$ cat src/rtl/mem_access_unit_if.sv
// Load/store bundle between the pipeline MEM stage, the access unit and the data memory.
// The master side is the requester and memory environment; the slave side is mem_access_unit.
interface mem_access_unit_if;
    logic        req_valid_i;
    logic        req_ready_o;
    logic        req_we_i;
    logic [1:0]  req_size_i;
    logic        req_unsigned_i;
    logic [8:0]  req_addr_i;
    logic [31:0] req_wdata_i;
    logic        resp_valid_o;
    logic [31:0] resp_rdata_o;
    logic        resp_err_o;
    logic [6:0]  mem_addr_o;
    logic        mem_read_o;
    logic        mem_write_o;
    logic [31:0] mem_wdata_o;
    logic [31:0] mem_rdata_i;

    modport master (
        output req_valid_i, req_we_i, req_size_i, req_unsigned_i, req_addr_i, req_wdata_i,
        output mem_rdata_i,
        input  req_ready_o, resp_valid_o, resp_rdata_o, resp_err_o,
        input  mem_addr_o, mem_read_o, mem_write_o, mem_wdata_o
    );

    modport slave (
        input  req_valid_i, req_we_i, req_size_i, req_unsigned_i, req_addr_i, req_wdata_i,
        input  mem_rdata_i,
        output req_ready_o, resp_valid_o, resp_rdata_o, resp_err_o,
        output mem_addr_o, mem_read_o, mem_write_o, mem_wdata_o
    );
endinterface

$ cat src/rtl/mem_access_unit.sv
// Byte/half/word load-store unit for a 128x32 word-addressed data memory; sub-word stores use read-modify-write.
// Define MEM_ACCESS_MISALIGN_CHECK_EN to reject misaligned requests with resp_err_o instead of force-aligning them.
module mem_access_unit (
    input  logic               clk_i,
    input  logic               rst_i,
    mem_access_unit_if.slave   bus
);

    typedef enum logic [1:0] {
        S_IDLE  = 2'd0,
        S_LD    = 2'd1,
        S_ST_RD = 2'd2,
        S_ST_WR = 2'd3
    } state_e;

    state_e      state_q;
    logic [1:0]  size_q;
    logic        uns_q;
    logic [1:0]  off_q;
    logic [31:0] sdata_q;
    logic [31:0] wbuf_q;
    logic [6:0]  mem_addr_q;
    logic        mem_read_q;
    logic        mem_write_q;
    logic        resp_valid_q;
    logic        resp_err_q;
    logic [31:0] resp_rdata_q;

    logic        accept;
    logic [1:0]  size_d;
    logic [8:0]  addr_d;
    logic        req_err_d;
    logic [7:0]  ld_byte;
    logic [15:0] ld_half;
    logic [31:0] load_ext;
    logic [3:0]  byte_en;
    logic [31:0] sdata_rep;
    logic [31:0] merged;

    assign accept = bus.req_valid_i & (state_q == S_IDLE);
    assign size_d = (bus.req_size_i == 2'b11) ? 2'b10 : bus.req_size_i;

`ifdef MEM_ACCESS_MISALIGN_CHECK_EN
    assign addr_d    = bus.req_addr_i;
    assign req_err_d = ((size_d == 2'b01) & bus.req_addr_i[0]) |
                       ((size_d == 2'b10) & (|bus.req_addr_i[1:0]));
`else
    // Force-align: the request proceeds on the containing half/word.
    always_comb begin
        addr_d = bus.req_addr_i;
        if (size_d == 2'b10)
            addr_d[1:0] = 2'b00;
        else if (size_d == 2'b01)
            addr_d[0] = 1'b0;
    end
    assign req_err_d = 1'b0;
`endif

    // Load lane selection and extension from the combinational memory read.
    always_comb begin
        ld_byte = bus.mem_rdata_i[7:0];
        case (off_q)
            2'd1:    ld_byte = bus.mem_rdata_i[15:8];
            2'd2:    ld_byte = bus.mem_rdata_i[23:16];
            2'd3:    ld_byte = bus.mem_rdata_i[31:24];
            default: ld_byte = bus.mem_rdata_i[7:0];
        endcase
        ld_half = off_q[1] ? bus.mem_rdata_i[31:16] : bus.mem_rdata_i[15:0];
        case (size_q)
            2'b00:   load_ext = uns_q ? {24'd0, ld_byte} : {{24{ld_byte[7]}}, ld_byte};
            2'b01:   load_ext = uns_q ? {16'd0, ld_half} : {{16{ld_half[15]}}, ld_half};
            default: load_ext = bus.mem_rdata_i;
        endcase
    end

    always_comb begin
        case (size_q)
            2'b00: begin
                byte_en   = 4'b0001 << off_q;
                sdata_rep = {4{sdata_q[7:0]}};
            end
            2'b01: begin
                byte_en   = off_q[1] ? 4'b1100 : 4'b0011;
                sdata_rep = {2{sdata_q[15:0]}};
            end
            default: begin
                byte_en   = 4'b1111;
                sdata_rep = sdata_q;
            end
        endcase
    end

    generate
        for (genvar gi = 0; gi < 4; gi++) begin : g_merge
            assign merged[8*gi +: 8] = byte_en[gi] ? sdata_rep[8*gi +: 8]
                                                   : bus.mem_rdata_i[8*gi +: 8];
        end
    endgenerate

    always_ff @(posedge clk_i or posedge rst_i) begin
        if (rst_i) begin
            state_q      <= S_IDLE;
            size_q       <= 2'b00;
            uns_q        <= 1'b0;
            off_q        <= 2'b00;
            sdata_q      <= 32'd0;
            wbuf_q       <= 32'd0;
            mem_addr_q   <= 7'd0;
            mem_read_q   <= 1'b0;
            mem_write_q  <= 1'b0;
            resp_valid_q <= 1'b0;
            resp_err_q   <= 1'b0;
            resp_rdata_q <= 32'd0;
        end else begin
            resp_valid_q <= 1'b0;
            case (state_q)
                S_IDLE: begin
                    if (accept) begin
                        size_q     <= size_d;
                        uns_q      <= bus.req_unsigned_i;
                        off_q      <= addr_d[1:0];
                        sdata_q    <= bus.req_wdata_i;
                        mem_addr_q <= addr_d[8:2];
                        if (req_err_d) begin
                            resp_valid_q <= 1'b1;
                            resp_err_q   <= 1'b1;
                            resp_rdata_q <= 32'd0;
                        end else if (!bus.req_we_i) begin
                            state_q    <= S_LD;
                            mem_read_q <= 1'b1;
                        end else if (size_d == 2'b10) begin
                            state_q     <= S_ST_WR;
                            wbuf_q      <= bus.req_wdata_i;
                            mem_write_q <= 1'b1;
                        end else begin
                            state_q    <= S_ST_RD;
                            mem_read_q <= 1'b1;
                        end
                    end
                end
                S_LD: begin
                    state_q      <= S_IDLE;
                    mem_read_q   <= 1'b0;
                    resp_valid_q <= 1'b1;
                    resp_err_q   <= 1'b0;
                    resp_rdata_q <= load_ext;
                end
                S_ST_RD: begin
                    state_q     <= S_ST_WR;
                    wbuf_q      <= merged;
                    mem_read_q  <= 1'b0;
                    mem_write_q <= 1'b1;
                end
                S_ST_WR: begin
                    state_q      <= S_IDLE;
                    mem_write_q  <= 1'b0;
                    resp_valid_q <= 1'b1;
                    resp_err_q   <= 1'b0;
                    resp_rdata_q <= 32'd0;
                end
                default: begin
                    state_q     <= S_IDLE;
                    mem_read_q  <= 1'b0;
                    mem_write_q <= 1'b0;
                end
            endcase
        end
    end

    assign bus.req_ready_o  = (state_q == S_IDLE);
    assign bus.resp_valid_o = resp_valid_q;
    assign bus.resp_err_o   = resp_err_q;
    assign bus.resp_rdata_o = resp_rdata_q;
    assign bus.mem_addr_o   = mem_addr_q;
    assign bus.mem_read_o   = mem_read_q;
    assign bus.mem_write_o  = mem_write_q;
    assign bus.mem_wdata_o  = wbuf_q;

endmodule

$ cat src/flat_wrapper.sv
// flat-port wrapper written by rule: the top's interface ports become plain ports
module mem_access_unit_flat 
  (clk_i, rst_i, bus_req_valid_i, bus_req_we_i, bus_req_size_i, bus_req_unsigned_i, bus_req_addr_i, bus_req_wdata_i, bus_mem_rdata_i, bus_req_ready_o, bus_resp_valid_o, bus_resp_rdata_o, bus_resp_err_o, bus_mem_addr_o, bus_mem_read_o, bus_mem_write_o, bus_mem_wdata_o);
  mem_access_unit_if bus_i ();
  input  logic clk_i;
  input  logic rst_i;
  input wire logic [$bits(bus_i.req_valid_i)-1:0] bus_req_valid_i;
  input wire logic [$bits(bus_i.req_we_i)-1:0] bus_req_we_i;
  input wire logic [$bits(bus_i.req_size_i)-1:0] bus_req_size_i;
  input wire logic [$bits(bus_i.req_unsigned_i)-1:0] bus_req_unsigned_i;
  input wire logic [$bits(bus_i.req_addr_i)-1:0] bus_req_addr_i;
  input wire logic [$bits(bus_i.req_wdata_i)-1:0] bus_req_wdata_i;
  input wire logic [$bits(bus_i.mem_rdata_i)-1:0] bus_mem_rdata_i;
  output wire logic [$bits(bus_i.req_ready_o)-1:0] bus_req_ready_o;
  output wire logic [$bits(bus_i.resp_valid_o)-1:0] bus_resp_valid_o;
  output wire logic [$bits(bus_i.resp_rdata_o)-1:0] bus_resp_rdata_o;
  output wire logic [$bits(bus_i.resp_err_o)-1:0] bus_resp_err_o;
  output wire logic [$bits(bus_i.mem_addr_o)-1:0] bus_mem_addr_o;
  output wire logic [$bits(bus_i.mem_read_o)-1:0] bus_mem_read_o;
  output wire logic [$bits(bus_i.mem_write_o)-1:0] bus_mem_write_o;
  output wire logic [$bits(bus_i.mem_wdata_o)-1:0] bus_mem_wdata_o;
  assign bus_i.req_valid_i = bus_req_valid_i;
  assign bus_i.req_we_i = bus_req_we_i;
  assign bus_i.req_size_i = bus_req_size_i;
  assign bus_i.req_unsigned_i = bus_req_unsigned_i;
  assign bus_i.req_addr_i = bus_req_addr_i;
  assign bus_i.req_wdata_i = bus_req_wdata_i;
  assign bus_i.mem_rdata_i = bus_mem_rdata_i;
  assign bus_req_ready_o = bus_i.req_ready_o;
  assign bus_resp_valid_o = bus_i.resp_valid_o;
  assign bus_resp_rdata_o = bus_i.resp_rdata_o;
  assign bus_resp_err_o = bus_i.resp_err_o;
  assign bus_mem_addr_o = bus_i.mem_addr_o;
  assign bus_mem_read_o = bus_i.mem_read_o;
  assign bus_mem_write_o = bus_i.mem_write_o;
  assign bus_mem_wdata_o = bus_i.mem_wdata_o;
  mem_access_unit u_core (.clk_i(clk_i), .rst_i(rst_i), .bus(bus_i));
endmodule
$ cat config.mk
export PLATFORM = sky130hd
export DESIGN_NAME = mem_access_unit_flat
export DESIGN_NICKNAME = d
export VERILOG_FILES = /design/src/rtl/mem_access_unit_if.sv /design/src/rtl/mem_access_unit.sv /design/src/flat_wrapper.sv
export SDC_FILE = /design/constraint.sdc
export NUM_CORES = 1
export LEC_CHECK = 0
export BUFFER_PORTS_ARGS = -buffer_cell sky130_fd_sc_hd__buf_2
export CAP_MARGIN = 0
export CORE_MARGIN = 8
export CORE_UTILIZATION = 53
export CTS_CLUSTER_SIZE = 10
export DETAILED_ROUTE_END_ITERATION = 10
export GPL_TIMING_DRIVEN = 1
export PLACE_DENSITY = 0.83
export SETUP_SLACK_MARGIN = 0.2
export SLEW_MARGIN = 20
export SYNTH_ARGS = -nofsm -noshare
export SYNTH_HDL_FRONTEND = slang
export SYNTH_SLANG_ARGS = --single-unit
$ cat constraint.sdc
create_clock -name clk_i -period 3.9 [get_ports clk_i]
set_input_delay 0.195 -clock clk_i [delete_from_list [all_inputs] [get_ports clk_i]]
set_output_delay 0.195 -clock clk_i [all_outputs]
set_load 0.005 [all_outputs]
==> results of run 1 <==
logic make-up (layout without fill, tap and decap cells):
logic type | after synthesis | in the layout | share of synthesized area [%]
AND/OR/NAND/NOR | 148 | 148 | 12.3
adder cells (fa/ha/maj) | 4 | 4 | 0.855
other | 1 | 1 | 0.0641
AO/OA/AOI/OAI | 132 | 132 | 17.1
multiplexers | 95 | 95 | 17.6
buffers and inverters | 49 | 258 | 3.80
flip-flops | 113 | 113 | 48.3
worst min-delay path by stage:
stage,startpoint,end,slack [ns],cells after the start
floorplan,bus_req_addr_i[0],u_core.off_q[0]$_DFFE_PP0P_,0.33,1
global placement,bus_req_addr_i[6],u_core.bus.mem_addr_o[4]$_DFFE_PP0P_,0.43,2
detailed placement,bus_req_unsigned_i,u_core.uns_q$_DFFE_PP0P_,0.43,2
CTS,bus_mem_rdata_i[16],u_core.bus.resp_rdata_o[16]$_DFFE_PP0P_,0.001,2
global route,bus_mem_rdata_i[16],u_core.bus.resp_rdata_o[16]$_DFFE_PP0P_,0.01,2
finish,bus_mem_rdata_i[25],u_core.bus.resp_rdata_o[25]$_DFFE_PP0P_,0.02,2
state kept, by name (all words and copies together), names as in the netlist, 2 cells and up:
signal	flops
u_core.bus.mem_addr_o	7
u_core.size_q	2
u_core.state_q	2
u_core.sdata_q	32
u_core.off_q	2
u_core.bus.mem_wdata_o	32
u_core.bus.resp_rdata_o	32
report_power, final:
part	switching (uW)	internal, uW
Sequential	461	1730
Clock	547	1230
Combinational	1480	1340
stage by stage:
stage | std cells | instance area, um^2
global placement | 802 | 6660
floorplan | 542 | 5850
global route | 891 | 7920
detailed placement | 802 | 6660
CTS | 891 | 7910
finish | 891 | 7920
worst max-delay path: cells and delay by family, from the launching register on:
family / cells / cell delay, ns
and+or+nand+nor: 3 / 0.98
buffers and inverters: 2 / 0.44
adders and majority gates: 1 / 0.28
DFF: 1 / 0.42
AOI/OAI and AO/OA: 1 / 0.45
cell type report:
cell class	instances	area (um^2)	share of cell area, %
Clock buffer	23	477	6.02
Timing Repair Buffer	217	1390	17.5
Clock inverter	9	200	2.53
Multi-Input combinational cell	380	2810	35.5
Inverter	9	38.8	0.490
Sequential cell	113	2830	35.7
Tap cell	140	175	2.21
metal layers:
metal,up-vias,routed length (um),global-route usage (%)
li1,2382,-,-
met1,2606,7390,32.9
met2,325,9320,42.9
met3,68,2130,8.52
met4,0,736,13.3
met5,-,0,0
cell usage in the layout, fill, tap and decap left out, types with 12 or more instances in the layout:
cell / count
mux2_2: 62
dfrtp_1: 113
nand2_1: 84
nand3b_1: 25
dlygate4sd3_1: 57
buf_2: 154
clkbuf_16: 16
mux2i_1: 33
o21ai_0: 37
o211ai_1: 24
a221o_1: 12
==> flow_summary.json, run 1 <==
{
  "rows": 38,
  "whs_ns": 0.0238,
  "synth_area_leader_cell": "dfrtp_1",
  "pre_cts_ws_ns": 0.944,
  "setup.worst_path.end": "u_core.bus.mem_wdata_o[13]$_DFFE_PP0P_",
  "crit_slowest_cell": "nand2_1",
  "hold_path_class": "input port to flop",
  "clk-insertion-delay-late_ns": 0.52,
  "finalHoldViolCount": 0,
  "async_reset_ff_share_pct": 100,
  "die_h_um": 121,
  "synth_ff_type": "dfrtp_1",
  "startpoint_type": "flop",
  "synthCells": 542,
  "maxSlewViolCount": 0,
  "drc": 0,
  "holdBufCountCts": 57,
  "outcome": "finished clean",
  "die_area_mm2": 0.0147,
  "n_antenna_cell": 0,
  "layout.nets": 822,
  "reg2reg_depth": 7,
  "crit_top_cell": "nand2_1",
  "synth.area.top_cells": "dfrtp_1 (48%), mux2_2 (12%), mux2i_1 (5.6%)",
  "end_kind": "flop",
  "cts_root_buffer": "clkbuf_8",
  "utilization_pct": 73.3,
  "setup_ws_ns": 1.20,
  "cts_tree": "yes",
  "design.portCount": 156,
  "setup_viol": 0,
  "fin_total_pwr_uw": 6790,
  "relSlewSlack_pct": 26.9,
  "power_leakage_uw": 0.00368,
  "final_antenna_net_count": 0,
  "ys_ff_latch": 113,
  "routed_wl_mm": 19.6,
  "grt_max_degree": 87,
  "io_buffers": 154,
  "tightest_slew_ns": 1.09,
  "viasPerCell": 6.04,
  "drv_cap": 0,
  "initial_core_util_pct": 54.2,
  "cts.clk_slew.worst_paths_ns": 0.05,
  "path_cells": "inv_1 -> ha_1 -> nand2b_1 -> nand2_1 -> buf_4 -> nand2_1 -> o211ai_1",
  "htree_levels": 4,
  "rsz0062_at_grt": "false",
  "synth_most_common_cell": "dfrtp_1",
  "rr_endpoint": "u_core.bus.mem_wdata_o[13]$_DFFE_PP0P_",
  "synth_edf_count": 0,
  "dr_total_vias": 5381,
  "cts_resized": 0,
  "area_growth_pct": 35.3,
  "cts-buffers-inserted": 17,
  "grt_antenna_before_repair": 0,
  "yosysSeqAreaShare_pct": 48.3,
  "fmax_mhz": 370,
  "finalCriticalPeriod_ns": 2.70,
  "place_hpwl_mm": 13.1,
  "cp.arrival_ns": 3.10,
  "post-cts-setup-buffers": 0,
  "cp_data_required_time_ns": 4.30,
  "grt-ovfl-total": 0,
  "grt_usage_pct": 27.1,
  "path_class": "flop to flop",
  "fin_setup_tns_ns": 0,
  "cp_slowest_stage_delay_ns": 0.66,
  "vdd_drop_max_mv": 0.402,
  "yosysWarnings": 0,
  "cts_sinks": 113,
  "drt_iter0_drc": 602,
  "synth_top_area_share_pct": 48.3,
  "clockBufferDepth": 2,
  "grt_pass1_vias": 5719,
  "die_x_um": 121,
  "gp_congestion": 0.905,
  "layout-drive-gt1-share_pct": 36.2,
  "firstDrtPassIters": 5,
  "avgSynthCellArea_um2": 10.8,
  "power_density_mw_per_mm2": 858,
  "detail_route.wl_per_cell_um": 22.0,
  "synth_cell_types": 47,
  "syn_nets": 626,
  "fillers": 702,
  "min_period_over_period_pct": 69.2,
  "syn_area_mm2": 0.00585,
  "grt_pass1_wl_mm": 31.1,
  "rrSetupSlack_ns": 1.20,
  "worstSetupStartpoint": "u_core.state_q[0]$_DFFE_PP0P_",
  "core-area_mm2": 0.0108,
  "synth_common_cells": "dfrtp_1 (113), nand2_1 (85), mux2_2 (62)",
  "crit_fanout": 33,
  "r2r_start": "u_core.state_q[0]$_DFFE_PP0P_",
  "skew_ns": 0.0137
}
(Power assumes the default switching activity.)
==> run 2: changes to the inputs <==
CORE_UTILIZATION = 48   (was 53)
PLACE_DENSITY = 0.8   (was 0.83)
clock period = 2.3 ns   (was 3.9 ns; I/O delays follow)
==> flow_summary.json, run 2 (synthesis results as in run 1) <==
{
  "viasPerCell": 5.90,
  "power_density_mw_per_mm2": 1370,
  "firstDrtPassIters": 5,
  "vdd_drop_max_mv": 0.607,
  "fillers": 930,
  "routed_wl_mm": 18.6,
  "layout_commonest_cell": "buf_2",
  "cp_data_required_time_ns": 2.60,
  "seqCellArea_mm2": 0.00283,
  "post-cts-setup-buffers": 0,
  "outcome": "finished clean",
  "setup_viol": 0,
  "io_buffers": 154,
  "gp_congestion": 0.883,
  "layout-drive-gt1-share_pct": 37.0,
  "hold_depth": 3,
  "r2r_start": "u_core.off_q[1]$_DFFE_PP0P_",
  "grt_antenna_before_repair": 0,
  "hold_path_class": "input port to flop",
  "crit_fanout": 16,
  "initial_core_util_pct": 48.9,
  "htree_levels": 4,
  "design.portCount": 156,
  "grt_pass1_vias": 5403,
  "drv_cap": 0,
  "grt_max_degree": 68,
  "die_x_um": 126,
  "drc": 0,
  "cp.arrival_ns": 2.30,
  "tightest_slew_ns": 0.621,
  "rrSetupSlack_ns": 0.29,
  "grt-ovfl-total": 0,
  "grt_usage_pct": 23.6,
  "layout.nets": 830,
  "finalCriticalPeriod_ns": 2.01,
  "area_growth_pct": 33.7,
  "utilization_pct": 65.4,
  "die_area_mm2": 0.0160,
  "cts_root_buffer": "clkbuf_16",
  "clockBufferDepth": 2,
  "pre_cts_ws_ns": 0.269,
  "cts_sinks": 113,
  "die_h_um": 126,
  "rsz0062_at_grt": "false",
  "power_leakage_uw": 0.00365,
  "min_to": "u_core.off_q[1]$_DFFE_PP0P_",
  "dr_total_vias": 5342,
  "clk-insertion-delay-late_ns": 0.42,
  "fmax_mhz": 498,
  "setup_ws_ns": 0.293,
  "cts.clk_slew.worst_paths_ns": 0.05,
  "skew_ns": 0.00916,
  "end_kind": "flop",
  "fin_setup_tns_ns": 0,
  "drt_iter0_drc": 424,
  "rr_endpoint": "u_core.bus.resp_rdata_o[18]$_DFFE_PP0P_",
  "rows": 40,
  "cts_tree": "yes",
  "min-delay-start": "bus_req_addr_i[1]",
  "detail_route.wl_per_cell_um": 20.6,
  "final_antenna_net_count": 0,
  "cts-buffers-inserted": 17,
  "multi_input_area_mm2": 0.00281,
  "n_antenna_cell": 0,
  "grt_pass1_wl_mm": 29.4,
  "core-area_mm2": 0.0120,
  "layout_common_cells": "buf_2 (154), dfrtp_1 (112), nand2_1 (84), mux2_2 (62), dlygate4sd3_1 (53)",
  "relSlewSlack_pct": 58.5,
  "path_class": "flop to flop",
  "startpoint_type": "flop",
  "place_hpwl_mm": 13.3,
  "finalHoldViolCount": 0,
  "reg2reg_depth": 5,
  "maxSlewViolCount": 0,
  "min_period_over_period_pct": 87.3
}
## run 2: cell types whose count changed in the layout (fill, tap and decap cells not counted), sizes merged, moves of 2 or more
| cell | change |
|---|---|
| buf | +12 |
| bufinv | -6 |
| clkbuf | +2 |
| clkinv | +6 |
| dlygate4sd3 | -4 |
## run 2: report_power, final
group	total, uW	switching (uW)	internal, uW
clock network	2280	871	1410
registers	3670	728	2940
logic	4790	2450	2330
total	10700	4050	6690
## run 2: through the flow
| stage | instances | area [um^2] | hold slack, ns | total power, uW |
|---|---|---|---|---|
| 6_report | 906 | 7820 | 0.0127 | 10700 |
| 5_1_grt | 906 | 7820 | 0.0133 | 11400 |
| 4_1_cts | 906 | 7810 | 0.000604 | 10700 |
| 3_5_place_dp | 821 | 6770 | 0.264 | 8330 |
| 3_3_place_gp | 821 | 6770 | 0.259 | 8170 |
| 2_1_floorplan | 542 | 5860 | 0.248 | 6710 |
## run 2: how the worst max path moves through the flow
stage / start / end / slack, ns / depth (start not counted)
2_1_floorplan: u_core.state_q[0]$_DFFE_PP0P_ / u_core.sdata_q[10]$_DFFE_PP0P_ / 0.51 / 6
3_3_place_gp: u_core.size_q[0]$_DFFE_PP0P_ / u_core.bus.mem_wdata_o[27]$_DFFE_PP0P_ / 0.33 / 5
3_5_place_dp: u_core.state_q[0]$_DFFE_PP0P_ / u_core.bus.resp_rdata_o[17]$_DFFE_PP0P_ / 0.27 / 4
4_1_cts: u_core.state_q[0]$_DFFE_PP0P_ / u_core.bus.resp_rdata_o[20]$_DFFE_PP0P_ / 0.25 / 4
5_1_grt: u_core.off_q[1]$_DFFE_PP0P_ / u_core.bus.resp_rdata_o[19]$_DFFE_PP0P_ / 0.20 / 5
6_report: u_core.off_q[1]$_DFFE_PP0P_ / u_core.bus.resp_rdata_o[18]$_DFFE_PP0P_ / 0.29 / 5
## run 2: critical path, cell delays in order (launching register included)
cell	delay, ns
dfrtp_1	0.57
mux2_2	0.41
a22oi_2	0.27
a2111oi_4	0.12
buf_4	0.21
a221o_2	0.31
## run 2: layout make-up
cell class              instances  share of cell area [%]
clock buffers                  25                    6.08
well taps                     147                    2.35
repair buffers                225                    18.5
flip-flops and latches        113                    36.2
multi-input cells             380                    36.0
clock inverters                 7                   0.448
inverters                       9                   0.480
## run 2: repair_timing
action	in CTS	in global routing
hold buffers	53	0
endpoints found under the setup margin	0	24
gates resized for setup	0	3
endpoints found under the hold margin	185	0
## run 2: routing by layer
layer / global-route usage, % / part of all wire (%) / wire [um] / vias to the layer above
met5: 0 / 0 / 0 / -
li1: - / - / - / 2396
met4: 10.5 / 2.7 / 511 / 0
met1: 29.7 / 43 / 7940 / 2654
met2: 37.5 / 47 / 8760 / 247
met3: 6.07 / 7.7 / 1440 / 45
